File: src/rtl/pipe_stage_reg.sv
// ----------------------------------------------------------------------------
// pipe_stage_reg
//   Flow-controlled pipeline stage register used between pipeline stages.
//   Two-entry skid storage (main = head, skid = second beat) gives full
//   throughput under back-pressure, while in_ready_o stays a pure decode
//   of registered state. Synchronous flush empties the stage. A saturating
//   counter records how many cycles the head beat was stalled.
//
// Ports
//   clk_i           clock, rising edge
//   rst_ni          asynchronous reset, active low
//   flush_i         synchronous flush, discards held and incoming beats
//   in_valid_i      upstream beat present
//   in_ready_o      stage can accept a beat this cycle
//   in_data_i       upstream payload
//   out_valid_o     head beat present
//   out_ready_i     downstream accepts the head beat this cycle
//   out_data_o      head payload, BUBBLE_VALUE when out_valid_o=0
//   stall_cycles_o  cycles with out_valid_o=1 and out_ready_i=0 (saturating)
// ----------------------------------------------------------------------------
module pipe_stage_reg #(
   parameter int unsigned             WIDTH        = 64,
   parameter logic [WIDTH-1:0]        BUBBLE_VALUE = {WIDTH{1'b0}},
   parameter int unsigned             CNT_W        = 16
) (
   input  logic             clk_i,
   input  logic             rst_ni,
   input  logic             flush_i,
   input  logic             in_valid_i,
   output logic             in_ready_o,
   input  logic [WIDTH-1:0] in_data_i,
   output logic             out_valid_o,
   input  logic             out_ready_i,
   output logic [WIDTH-1:0] out_data_o,
   output logic [CNT_W-1:0] stall_cycles_o
);

   typedef enum logic [1:0] {
      EMPTY = 2'd0,
      ONE   = 2'd1,
      FULL  = 2'd2
   } occ_e;

   occ_e             state_q, state_d;
   logic [WIDTH-1:0] main_q,  main_d;
   logic [WIDTH-1:0] skid_q,  skid_d;
   logic [CNT_W-1:0] stall_q, stall_d;

   logic in_fire;
   logic out_fire;

   // Handshake outputs decode registered state only, so in_ready_o has no
   // combinational path from out_ready_i.
   assign in_ready_o     = (state_q != FULL);
   assign out_valid_o    = (state_q != EMPTY);
   assign out_data_o     = out_valid_o ? main_q : BUBBLE_VALUE;
   assign stall_cycles_o = stall_q;

   assign in_fire  = in_valid_i  & in_ready_o;
   assign out_fire = out_valid_o & out_ready_i;

   always_comb begin
      state_d = state_q;
      main_d  = main_q;
      skid_d  = skid_q;
      if (flush_i) begin
         // Payload registers keep stale data; outputs are masked by EMPTY.
         state_d = EMPTY;
      end else begin
         unique case (state_q)
            EMPTY: begin
               if (in_fire) begin
                  main_d  = in_data_i;
                  state_d = ONE;
               end
            end
            ONE: begin
               if (in_fire && !out_fire) begin
                  skid_d  = in_data_i;
                  state_d = FULL;
               end else if (!in_fire && out_fire) begin
                  state_d = EMPTY;
               end else if (in_fire && out_fire) begin
                  // Head leaves and new beat replaces it: no bubble.
                  main_d  = in_data_i;
               end
            end
            FULL: begin
               if (out_fire) begin
                  main_d  = skid_q;
                  state_d = ONE;
               end
            end
            default: state_d = EMPTY;
         endcase
      end
   end

   // Counter is independent of flush; saturates at all-ones.
   always_comb begin
      stall_d = stall_q;
      if (out_valid_o && !out_ready_i && (stall_q != {CNT_W{1'b1}}))
         stall_d = stall_q + CNT_W'(1);
   end

   always_ff @(posedge clk_i or negedge rst_ni) begin
      if (!rst_ni) begin
         state_q <= EMPTY;
         main_q  <= BUBBLE_VALUE;
         skid_q  <= BUBBLE_VALUE;
         stall_q <= '0;
      end else begin
         state_q <= state_d;
         main_q  <= main_d;
         skid_q  <= skid_d;
         stall_q <= stall_d;
      end
   end

endmodule
File: config.mk
export PLATFORM = sky130hd
export DESIGN_NAME = pipe_stage_reg
export DESIGN_NICKNAME = d
export VERILOG_FILES = /design/src/rtl/pipe_stage_reg.sv
export SDC_FILE = /design/constraint.sdc
export NUM_CORES = 1
export LEC_CHECK = 0
export BUFFER_PORTS_ARGS = -buffer_cell sky130_fd_sc_hd__buf_2
export CAP_MARGIN = 15
export CORE_AREA = 2 2 114 116
export DETAILED_ROUTE_END_ITERATION = 12
export DIE_AREA = 0 0 116 118
export HOLD_SLACK_MARGIN = 0.12
export MAX_ROUTING_LAYER = met4
export PLACE_DENSITY = 0.81
export SYNTH_ARGS = -nofsm -noshare
export SYNTH_HDL_FRONTEND = slang
export SYNTH_SLANG_ARGS = --single-unit
File: constraint.sdc
create_clock -name clk_i -period 4.3 [get_ports clk_i]
set_input_delay 0.86 -clock clk_i [delete_from_list [all_inputs] [get_ports clk_i]]
set_output_delay 0.86 -clock clk_i [all_outputs]
set_load 0.01 [all_outputs]
# Word-level counts from Yosys, hierarchy flattened
# Cells that the tools add are included.
dict set report op_classes {
  n_addsub 1
  n_eq_ne 12
  n_mux 13
  n_bitwise 3
  reduce_logical 14
}
# operator count
set ops {}
lappend ops {{64-bit two-way mux} 6}
lappend ops {{64-bit case mux with 3 select lines} 1}
lappend ops {{16-bit by 1-bit adder with 16-bit output, second input constant} 1}
lappend ops {{16-bit inequality test, second input constant} 1}
lappend ops {{2-bit inequality test, second input constant} 6}
lappend ops {{2-bit two-way mux} 5}
lappend ops {{7-bit AND reduction} 1}
lappend ops {{3-bit inequality test, second input constant} 2}
lappend ops {{2-bit case mux with 3 select lines} 1}
lappend ops {{3-bit AND reduction} 2}
lappend ops {{1-bit logical AND} 5}
lappend ops {{4-bit inequality test, second input constant} 1}
lappend ops {{1-bit zero test} 3}
lappend ops {{3-bit nonzero test} 1}
lappend ops {{1-bit AND} 2}
lappend ops {{2-bit by 1-bit equality test with 1-bit output, second input constant} 1}
lappend ops {{2-bit equality test, second input constant} 1}
lappend ops {{2-bit zero test} 1}
lappend ops {{2-bit nonzero test} 1}
lappend ops {{1-bit NOT} 1}
dict set report totals {
  regBits 146
  in_bits 69
  out_inout_bits 82
  wordCells 47
}

# Depth between registers and ports, before layout
# Gate-level depths: netlist (run 1).
dict set report logic_depth {
  word_depth 8
  depth_mapped 6
  depth_no_buf 5
}

# Worst setup path before layout (run 1)
# Ideal clock, no wire load.
dict set report synth_path {
  path_kind {register to output}
  startpoint {reg state_q[0]}
  endpoint {out out_data_o[10]}
  arrival_ps 1310
  required_time_ps 3440
  setup_slack_ps 2130
  stages_incl_launch_ff 6
  n_path_buf 3
  cell_sequence {dfrtp_1 buf_4 or2_2 clkbuf_1 clkbuf_1 and2_1}
}
dict set report synth_via {
  elab_chain_len 2
}
# element line_no
set synth_rtl {}
lappend synth_rtl {{start, declared} 44} ;# occ_e state_q, state_d;
lappend synth_rtl {{start signal, assigned} 113} ;# state_q <= state_d;
lappend synth_rtl {{2-bit nonzero test} 55} ;# assign out_valid_o = (state_q != EMPTY);
lappend synth_rtl {{64-bit two-way mux} 56} ;# assign out_data_o = out_valid_o ? main_q : BUBBLE_VALUE;
lappend synth_rtl {{end, declared} 34} ;# output logic [WIDTH-1:0] out_data_o,
# No other way between the ends.

# Worst setup path after layout (run 1)
dict set report layout_path {
  startpoint {reg state_q[0]}
  endpoint {out out_data_o[32]}
}
# Same word-level chain as after synthesis.

==> metrics.sh, run 1 <==
CTS_MAX_LEVEL=4
WL_PER_CELL_UM=17.61
POSTCTSSETUPREPAIRBUFS=0
SYNTH_NETS=581
GLOBAL_ROUTE.OVERFLOW_TOTAL=0
ANTENNA_FOUND_INITIAL=0
AREA_GROWTH_SYN_TO_LAYOUT_PCT=19.12
CLOCK_LATENCY_NS=0.42
IO_PORT_BUFS=150
SYNTH-SEQ-AREA-SHARE=0.5065
INSERTEDDIODECOUNT=0
TIMING.FINAL.HOLD_VIOLATIONS=0
SYNTHDOMINANTAREACELLTYPE='dfrtp_1'
WORST_R2R_ENDPOINT='main_q[17]$_DFFE_PN0P_'
FILL_CELLS=903
CTS_SINKS=146
SETUP-VIOLATIONS-FINAL=0
DPL.CELL_COUNT=811
CRIT_CHAIN='or2_2 -> and2_1 -> buf_2'
IO-PIN-COUNT=151
CAP_VIOLATIONS=0
GRT_PASS1_VIAS=4839
YOSYS_WARNINGS=0
PATH_MAX_FANOUT=65
WORST-R2R-SETUP-SLACK_NS=2.00
DR_WL_MET3_UM=713
TOP_SIGNAL_LAYER_USED='met4'
CRITICAL_PATH_CELL_COUNT=3
DRT-VIAS-PER-INSTANCE=5.364
MAX-SLEW-MARGIN-REL=0.2775
TOTALPOWERFINAL_mW=4.092
CRITPATHTOPFAMILY='simple AND/OR/NAND/NOR gates'
CTS_TREE='built'
SYNTHESIS.AREA_SQ_MM=0.007213
DETAILED_PLACE.AREA_SQ_MM=0.008018
FP.DIEH_UM=118
WORST_R2R_STARTPOINT='state_q[1]$_DFFE_PN0P_'
TIMING.FINAL.MAX_SLEW_VIOLATIONS=0
WORST_EP_REQUIRED_TIME_NS=3.44
ROUTE.MET2.WL_UM=7468
WIRELENGTH_MET1_UM=6448
LEAKAGE_nW=4.211
MAX-VDD-IR-DROP_mV=0.2890
DETAILROUTE.VIA_COUNT=4522
WORST-SLEW-PIN-TRANSITION_NS=1.084
PRECTSSETUPSLACK_NS=1.435
SETUP_SLACK_NS=1.141
POWER-PER-CELL-AREA_mW_PER_MM2=476.2
FINAL_PERIOD_MINUS_WORST_SETUP_SLACK_NS=3.159
CRIT_PATH_END_KIND='primary output'
GRT_MAX_DEGREE=74
GLOBALROUTETOTALUTIL=0.2338
FIN_HOLD_WS_NS=0.4452
GRT_FIRST_PASS_WIRELENGTH_UM=24140
CELL_TYPES_WITH_THE_LARGEST_AREA_SHARE_AFTER_SYNTHESIS='dfrtp_1 (51%), mux2_2 (22%), mux2_4 (12%), and2_1 (5.6%), buf_12 (1.7%)'
CTS-RESIZED-GATES=0
FINAL_AREA_SQ_MM=0.008592
FMAX_MHz=316.6
PLACE.GP.CONGESTION=0.8605
NUMBER_OF_DESIGN_RULE_VIOLATIONS_LEFT_BY_THE_FIRST_DETAILED_ROUTER_ITERATION=281
HOLDCRITPATHCLASS='input pin to asynchronous set/reset pin'
OUTCOME='finished, final reports clean'
SETUP_TOTAL_NEGATIVE_SLACK_NS=0
POST_SYNTH.CELL_AREA_AVG_SQ_UM=14.12
POST-ROUTE-PERIOD-UTIL=0.7346
CP-STARTPOINT='state_q[0]$_DFFE_PN0P_'
WORST-PATH-BUF-INV=1
STD_CELL_ROWS=41
FINAL.SETUP_SKEW_NS=0.005758
CTS_BUFS_INSERTED=17
CTS.ROOT.BUFFER_CELL='clkbuf_16'
INITIAL_UTILIZATION=0.5810
SYNTH.LIB_CELLS_USED.DISTINCT=37
POST-ROUTE-UTIL=0.6921
GRT_SETUP_UNREPAIRED='false'
ARRIVAL_NS=2.30
CRITICAL_PATH.MAX_STAGE_DELAY_NS=0.90
DIEAREA_SQ_MM=0.01369
HALF_PERIMETER_WIRE_LENGTH_AFTER_PLACEMENT_UM=9696
FINALNETCOUNT=728
SETUP.WORST_PATH.START_CLASS='flip-flop'
WIRELENGTH_UM=14850
SYNTH-SEQ-CELLS=146
ENDPOINT='out_data_o[32]'
DIE_WIDTH_UM=116
CLK_PATH_BUF_DEPTH=2
FINAL_CELLS=843
REMAINING_DRC_ERRORS=0
SYNTHESIS.INSTANCES=511
NETLIST.AREA_LEADER.SHARE=0.5065
CTS_HOLD_REPAIR.BUFFERS=0
CORE_SQ_MM=0.01241
DRT-PASS1-ITER-COUNT=5
R2R_DEPTH=4
START_TO_END_TYPE_OF_THE_WORST_SETUP_PATH='flip-flop to primary output'
ANT_NETS=0
LAYOUT_CELL_SHARE_WITH_DRIVE_STRENGTH_BEYOND_1=0.5887
PATH_CLK_SLEW_NS=0.06
CP_SLOWEST_CELL='or2_2'
synthesized netlist by cell type (all sizes together):
library cell,instances
or4,1
o21ba,1
mux2,198
o21ai,2
and3,3
dfrtp,146
nor2,7
nand4,7
nand2b,1
nor2b,2
inv,2
or3b,1
nor3,5
o21bai,2
mux2i,1
a21oi,5
nor4,4
nand3,11
clkbuf,7
xnor2,2
buf,21
nand2,6
xor2,5
or2,1
ha,1
and2,66
o21a,2
a31oi,1
layout make-up:
type,instances,area (sq um),area share
clock buffer,20,466.7,0.05432
clock inverter,12,107.6,0.01252
inverter,2,7.507,0.0008737
multi-input combinational,335,3327,0.3872
sequential,146,3654,0.4252
tap,172,215.2,0.02505
timing repair buffer,156,814.5,0.09480
cells by family after synthesis:
logic type | count (synthesis) | share of synthesized area
AND/OR/NAND/NOR | 115 | 0.09645
multiplexers | 199 | 0.3417
adder cells (fa/ha/maj) | 1 | 0.001734
flip-flops | 146 | 0.5065
XOR/XNOR | 7 | 0.008500
AO/OA/AOI/OAI | 13 | 0.01127
buffers and inverters | 30 | 0.03383
cell usage in the layout (no fill, tap or decap), types with 2 or more instances in the layout:
master	Yosys	layout
clkbuf_8	0	3
nor3_1	5	5
xnor2_1	2	2
nand3_1	10	10
inv_1	2	2
buf_2	12	149
mux2_4	60	60
nor4_1	4	4
nand4_1	6	6
and3_1	3	3
clkinv_2	0	3
mux2_2	138	138
clkinvlp_4	0	6
dfrtp_1	146	146
o21a_1	2	2
buf_4	1	5
and2_1	65	65
o21ai_0	2	2
xor2_1	5	5
nor2_1	6	6
a21oi_1	5	5
nand2_1	6	6
clkbuf_16	0	17
worst min path at each step:
| stage | to | from | depth (start not counted) | slack (ns) |
|---|---|---|---|---|
| 6_report | stall_cycles_o[11]$_DFFE_PN0P_ | rst_ni | 1 | 0.45 |
| 5_1_grt | stall_cycles_o[11]$_DFFE_PN0P_ | rst_ni | 1 | 0.50 |
| 4_1_cts | stall_cycles_o[11]$_DFFE_PN0P_ | rst_ni | 1 | 0.48 |
| 3_5_place_dp | main_q[23]$_DFFE_PN0P_ | main_q[23]$_DFFE_PN0P_ | 1 | 0.49 |
| 3_3_place_gp | skid_q[35]$_DFFE_PN0P_ | skid_q[35]$_DFFE_PN0P_ | 1 | 0.48 |
| 2_1_floorplan | main_q[6]$_DFFE_PN0P_ | main_q[6]$_DFFE_PN0P_ | 1 | 0.47 |
power breakdown:
part | switching, mW | internal, mW | leakage [nW]
clock network | 0.581 | 0.840 | 0.266
logic | 0.314 | 0.476 | 2.17
registers | 0.189 | 1.69 | 1.78
registers in the layout, summed over array words and instances (netlist names):
signal,flops
main_q,64
skid_q,64
stall_cycles_o,16
state_q,2
layer usage:
layer	track usage	vias to the layer above
li1	-	2101
met1	0.2891	2271
met2	0.3819	130
met3	0.05098	20
met4	0.07664	0
met5	-	-
(Power assumes the default switching activity.)
==> inputs of run 2 (changes only) <==
--- a/config.mk
+++ b/config.mk
@@ -7,12 +7,12 @@
 export LEC_CHECK = 0
 export BUFFER_PORTS_ARGS = -buffer_cell sky130_fd_sc_hd__buf_2
 export CAP_MARGIN = 15
-export CORE_AREA = 2 2 114 116
+export CORE_AREA = 2 2 118 120
 export DETAILED_ROUTE_END_ITERATION = 12
-export DIE_AREA = 0 0 116 118
+export DIE_AREA = 0 0 120 122
 export HOLD_SLACK_MARGIN = 0.12
 export MAX_ROUTING_LAYER = met4
-export PLACE_DENSITY = 0.81
+export PLACE_DENSITY = 0.76
 export SYNTH_ARGS = -nofsm -noshare
 export SYNTH_HDL_FRONTEND = slang
 export SYNTH_SLANG_ARGS = --single-unit
==> constraint.sdc (replaced) <==
create_clock -name clk_i -period 3.1 [get_ports clk_i]
set_input_delay 0.62 -clock clk_i [delete_from_list [all_inputs] [get_ports clk_i]]
set_output_delay 0.62 -clock clk_i [all_outputs]
set_load 0.01 [all_outputs]
==> metrics.sh, run 2 (synthesized netlist as in run 1, its figures left out) <==
NUMBER_OF_DESIGN_RULE_VIOLATIONS_LEFT_BY_THE_FIRST_DETAILED_ROUTER_ITERATION=234
TOTALPOWERFINAL_mW=5.871
OUTCOME='finished, final reports clean'
MOST-COMMON-LAYOUT-CELLS='buf_2 (149), dfrtp_1 (146), mux2_2 (138)'
CORE_SQ_MM=0.01350
CTS_TREE='built'
R2R_DEPTH=5
GLOBAL_ROUTE.OVERFLOW_TOTAL=0
CRIT_PATH_END_KIND='primary output'
CLK_PATH_BUF_DEPTH=2
TIMING.FINAL.MAX_SLEW_VIOLATIONS=0
DRT-PASS1-ITER-COUNT=4
GRT_PASS1_VIAS=4809
POST-ROUTE-PERIOD-UTIL=0.9372
FINAL_PERIOD_MINUS_WORST_SETUP_SLACK_NS=2.905
LEAKAGE_nW=4.270
CTS_HOLD_REPAIR.BUFFERS=0
WORST-SLEW-PIN-TRANSITION_NS=0.7431
WIRELENGTH_UM=14850
HALF_PERIMETER_WIRE_LENGTH_AFTER_PLACEMENT_UM=9861
COMBPWRFRAC=0.187
CP_SLOWEST_CELL='or2_2'
PATH_MAX_FANOUT=37
FINAL.SETUP_SKEW_NS=0.01081
FP.DIEH_UM=122
STD_CELL_ROWS=43
PLACE.GP.CONGESTION=0.9307
SWITCH_SHARE=0.2478
CRITICAL_PATH.MAX_STAGE_DELAY_NS=0.60
CTS.ROOT.BUFFER_CELL='clkbuf_16'
SETUP_TOTAL_NEGATIVE_SLACK_NS=0
START_TO_END_TYPE_OF_THE_WORST_SETUP_PATH='flip-flop to primary output'
SETUP-VIOLATIONS-FINAL=0
CTS-RESIZED-GATES=0
SETUP.WORST_PATH.START_CLASS='flip-flop'
IO_PORT_BUFS=150
INSERTEDDIODECOUNT=0
ANT_NETS=0
GRT_SETUP_UNREPAIRED='false'
POWER_SWITCHING_mW=1.455
POWER-PER-CELL-AREA_mW_PER_MM2=674.8
WL_PER_CELL_UM=17.39
CTS_MAX_LEVEL=4
CLOCK_LATENCY_NS=0.42
WORST_R2R_ENDPOINT='main_q[29]$_DFFE_PN0P_'
WORST_R2R_STARTPOINT='state_q[1]$_DFFE_PN0P_'
WORST-R2R-SETUP-SLACK_NS=1.04
GLOBALROUTETOTALUTIL=0.2194
REMAINING_DRC_ERRORS=0
HOLDCRITPATHCLASS='input pin to asynchronous set/reset pin'
GRT_FIRST_PASS_WIRELENGTH_UM=24160
DIEAREA_SQ_MM=0.01464
INITIAL_UTILIZATION=0.5341
POSTCTSSETUPREPAIRBUFS=0
MAX-SLEW-MARGIN-REL=0.5046
FINALNETCOUNT=731
GRT_MAX_DEGREE=66
CAP_VIOLATIONS=0
PATH_CLK_SLEW_NS=0.06
ANTENNA_FOUND_INITIAL=0
MOST_COMMON_CELL_AFTER_LAYOUT_FILL_AND_TAPS_ASIDE='buf_2'
ARRIVAL_NS=2.29
FMAX_MHz=344.2
IO-PIN-COUNT=151
AREA_GROWTH_SYN_TO_LAYOUT_PCT=20.61
DRT-VIAS-PER-INSTANCE=5.352
CRIT_CHAIN='or2_2 -> buf_4 -> and2_1 -> buf_2'
CTS_SINKS=146
P_INT_mW=4.416
SEQUENTIALPOWERSHARE=0.444
TIMING.FINAL.HOLD_VIOLATIONS=0
CTS_BUFS_INSERTED=17
DETAILROUTE.VIA_COUNT=4571
DIE_WIDTH_UM=120
WORST_EP_REQUIRED_TIME_NS=2.48
LAYOUT_CELL_SHARE_WITH_DRIVE_STRENGTH_BEYOND_1=0.5875
MAX-VDD-IR-DROP_mV=0.4975
PWR-SHARE-CLK=0.368
[run 2: cell count changes in the layout (fill, tap and decap cells not counted), sizes merged]
cell,change
clkinvlp,-4
buf,+3
bufinv,+3
clkbuf,+2
inv,-1
[run 2: through the flow]
step	hold WS, ns	area (sq um)	setup slack, ns	util	cells
after floorplan	0.3244	7213	1.170	-	511
after CTS	0.1919	8700	0.1594	0.6442	854
after global placement	0.4802	8070	0.7444	0.5976	822
final	0.1809	8700	0.1947	0.6442	854
after detailed placement	0.4865	8070	0.6233	0.5976	822
after global routing	0.2152	8700	0.03294	0.6442	854
[run 2: how the worst max path moves through the flow]
stage                            from              to  cells past startpoint
2_1_floorplan  state_q[0]$_DFFE_PN0P_  out_data_o[10]                      5
3_5_place_dp   state_q[0]$_DFFE_PN0P_  out_data_o[46]                      4
5_1_grt        state_q[0]$_DFFE_PN0P_  out_data_o[44]                      4
6_report       state_q[0]$_DFFE_PN0P_  out_data_o[63]                      4
3_3_place_gp   state_q[0]$_DFFE_PN0P_  out_data_o[36]                      4
4_1_cts        state_q[0]$_DFFE_PN0P_  out_data_o[46]                      4
[run 2: power by group through the flow]
stage | sequential, mW | clock, mW | combinational [mW]
global placement | 2.59 | 0 | 1.06
finish | 2.61 | 2.16 | 1.10
detailed placement | 2.63 | 0 | 1.11
global route | 2.66 | 2.29 | 1.20
CTS | 2.60 | 2.20 | 1.12
floorplan | 2.55 | 0 | 0.804
[run 2: final cells by class]
class	instances	area, sq um
inverter	2	7.507
tap	180	225.2
fill	1054	4805
multi-input combinational	335	3334
sequential	146	3654
timing repair buffer	159	849.6
clock buffer	22	474.2
clock inverter	10	155.1
[run 2: per-layer routing]
layer,global-route usage,share of wire,vias up
met3,0.05524,0.050,14
met4,0.07426,0.012,0
met1,0.2646,0.44,2327
met5,-,0,-
li1,-,-,2107
met2,0.3619,0.50,123
[run 2: critical path, delay by kind of cell (launching register included)]
| family | cells | cell delay, ns |
|---|---|---|
| flops | 1 | 0.55 |
| simple gates | 2 | 0.77 |
| buf+inv | 2 | 0.50 |
==> inputs of run 3 (changes only) <==
--- a/config.mk
+++ b/config.mk
@@ -7,12 +7,15 @@
 export LEC_CHECK = 0
 export BUFFER_PORTS_ARGS = -buffer_cell sky130_fd_sc_hd__buf_2
 export CAP_MARGIN = 15
-export CORE_AREA = 2 2 118 120
+export CELL_PAD_IN_SITES_DETAIL_PLACEMENT = 1
+export CELL_PAD_IN_SITES_GLOBAL_PLACEMENT = 1
+export CORE_AREA = 2 2 130 132
 export DETAILED_ROUTE_END_ITERATION = 12
-export DIE_AREA = 0 0 120 122
+export DIE_AREA = 0 0 132 134
 export HOLD_SLACK_MARGIN = 0.12
 export MAX_ROUTING_LAYER = met4
-export PLACE_DENSITY = 0.76
+export PLACE_DENSITY = 0.77
+export SLEW_MARGIN = 10
 export SYNTH_ARGS = -nofsm -noshare
 export SYNTH_HDL_FRONTEND = slang
 export SYNTH_SLANG_ARGS = --single-unit
==> metrics.sh, run 3 (synthesized netlist as in run 1, its figures left out) <==
OUTCOME='finished, final reports clean'
CAP_VIOLATIONS=0
MAX-VDD-IR-DROP_mV=0.4166
FINAL.SETUP_SKEW_NS=0.009441
ANT_NETS=0
LEAKAGE_nW=4.263
POWER-PER-CELL-AREA_mW_PER_MM2=672.6
CTS_BUFS_INSERTED=17
GRT_PASS1_VIAS=5190
REMAINING_DRC_ERRORS=0
GRT_SETUP_UNREPAIRED='false'
WORST_R2R_ENDPOINT='skid_q[51]$_DFFE_PN0P_'
DRT-PASS1-ITER-COUNT=4
SEQUENTIAL_CELL_AREA_SQ_MM=0.003654
NUMBER_OF_DESIGN_RULE_VIOLATIONS_LEFT_BY_THE_FIRST_DETAILED_ROUTER_ITERATION=196
LAYOUT_CELL_SHARE_WITH_DRIVE_STRENGTH_BEYOND_1=0.5852
WORST_EP_REQUIRED_TIME_NS=2.48
AREA_GROWTH_SYN_TO_LAYOUT_PCT=21.47
GLOBALROUTETOTALUTIL=0.2060
FILL_CELLS=1682
ARRIVAL_NS=2.19
GLOBAL_ROUTE.OVERFLOW_TOTAL=0
POST-ROUTE-UTIL=0.5379
DRT-VIAS-PER-INSTANCE=5.154
CTS_MAX_LEVEL=4
START_TO_END_TYPE_OF_THE_WORST_SETUP_PATH='flip-flop to primary output'
CTS.ROOT.BUFFER_CELL='clkbuf_16'
PATH_MAX_FANOUT=28
DIE_WIDTH_UM=132
MOST-COMMON-LAYOUT-CELLS='buf_2 (149), dfrtp_1 (146), mux2_2 (138)'
FINAL_PERIOD_MINUS_WORST_SETUP_SLACK_NS=2.808
INITIAL_UTILIZATION=0.4428
FP.DIEH_UM=134
IO-PIN-COUNT=151
CLK_PATH_BUF_DEPTH=2
CORE_SQ_MM=0.01629
DETAILROUTE.VIA_COUNT=4623
POST-ROUTE-PERIOD-UTIL=0.9059
STD_CELL_ROWS=47
MAX-SLEW-MARGIN-REL=0.5584
HOLD_CRIT_ENDPOINT='state_q[0]$_DFFE_PN0P_'
DIEAREA_SQ_MM=0.01769
PATH_CLK_SLEW_NS=0.06
CRIT_PATH_END_KIND='primary output'
AREA_OF_THE_MULTI_INPUT_GATES_SQ_MM=0.003334
TIMING.FINAL.MAX_SLEW_VIOLATIONS=0
GRT_FIRST_PASS_WIRELENGTH_UM=27700
CTS_TREE='built'
IO_PORT_BUFS=150
MIN_PATH_CELLS=2
ANTENNA_FOUND_INITIAL=2
SETUP-VIOLATIONS-FINAL=0
DPL.CELL_COUNT=862
SETUP.WORST_PATH.START_CLASS='flip-flop'
HOLDCRITPATHCLASS='input pin to flip-flop'
FINAL_CELLS=897
SETUP_TOTAL_NEGATIVE_SLACK_NS=0
WL_PER_CELL_UM=18.91
R2R_DEPTH=4
WORST-R2R-SETUP-SLACK_NS=1.03
CTS_SINKS=146
MOST_COMMON_CELL_AFTER_LAYOUT_FILL_AND_TAPS_ASIDE='buf_2'
WORST-SLEW-PIN-TRANSITION_NS=0.6624
GRT_MAX_DEGREE=71
PLACE.GP.CONGESTION=0.8414
FINALNETCOUNT=732
TIMING.HOLD.WORST.START='flush_i'
TIMING.FINAL.HOLD_VIOLATIONS=0
POSTCTSSETUPREPAIRBUFS=0
WORST_R2R_STARTPOINT='state_q[1]$_DFFE_PN0P_'
WIRELENGTH_UM=16960
FMAX_MHz=356.1
HALF_PERIMETER_WIRE_LENGTH_AFTER_PLACEMENT_UM=11510
CLOCK_LATENCY_NS=0.42
run 3: changes by cell type in the layout (fill, tap and decap cells not counted):
cell	previous run	this run
diode_2	0	2
clkbuf_8	3	5
dlygate4sd3_1	0	1
clkinv_4	0	1
clkinvlp_4	2	3
clkinv_2	4	0
bufinv_16	4	3
clkbuf_1	2	3
run 3: stage by stage:
step | hold slack, ns | setup slack [ns] | total power, mW | cell area [sq um]
2_1_floorplan | 0.3244 | 1.170 | 3.352 | 7213
3_3_place_gp | 0.4813 | 0.7521 | 3.669 | 8120
3_5_place_dp | 0.4859 | 0.6821 | 3.777 | 8120
4_1_cts | 0.4017 | 0.2220 | 5.968 | 8757
5_1_grt | 0.4044 | 0.08961 | 6.198 | 8762
6_report | 0.4191 | 0.2918 | 5.893 | 8762
run 3: metal layers:
layer,global-route usage,share of wire,routed length (um)
met1,0.2466,0.43,7222
met3,0.04837,0.048,812
met2,0.3417,0.51,8584
met5,-,0,0
met4,0.07488,0.020,340
run 3: cell type report:
cell class / instances / area share
well taps: 220 / 0.03142
inverters: 2 / 0.0008568
diodes: 2 / 0.0005712
multi-input cells: 335 / 0.3806
clock inverters: 7 / 0.01385
clock buffers: 25 / 0.05769
repair buffers: 160 / 0.09810
flip-flops and latches: 146 / 0.4170
run 3: worst max-delay path by stage:
stage                           endpoint                   start
after floorplan           out_data_o[10]  state_q[0]$_DFFE_PN0P_
after global placement    out_data_o[19]  state_q[0]$_DFFE_PN0P_
after detailed placement  out_data_o[27]  state_q[0]$_DFFE_PN0P_
after CTS                  out_data_o[1]  state_q[0]$_DFFE_PN0P_
after global routing      out_data_o[19]  state_q[0]$_DFFE_PN0P_
final                     out_data_o[12]  state_q[0]$_DFFE_PN0P_
run 3: repair_timing:
item                                    4_1_cts  5_1_grt
hold endpoints to repair                      1        0
endpoints found under the setup margin        0        0
hold buffers                                  1        0
resized for setup                             0        0
run 3: critical path, stage by stage (launching register included):
cell and delay (ns):
dfrtp_1 0.56, or2_2 0.52, buf_4 0.37, and2_1 0.18
buf_2 0.14
run 3: power breakdown:
part	internal [mW]	switching [mW]
logic	0.670	0.460
registers	2.35	0.261
clock network	1.38	0.781
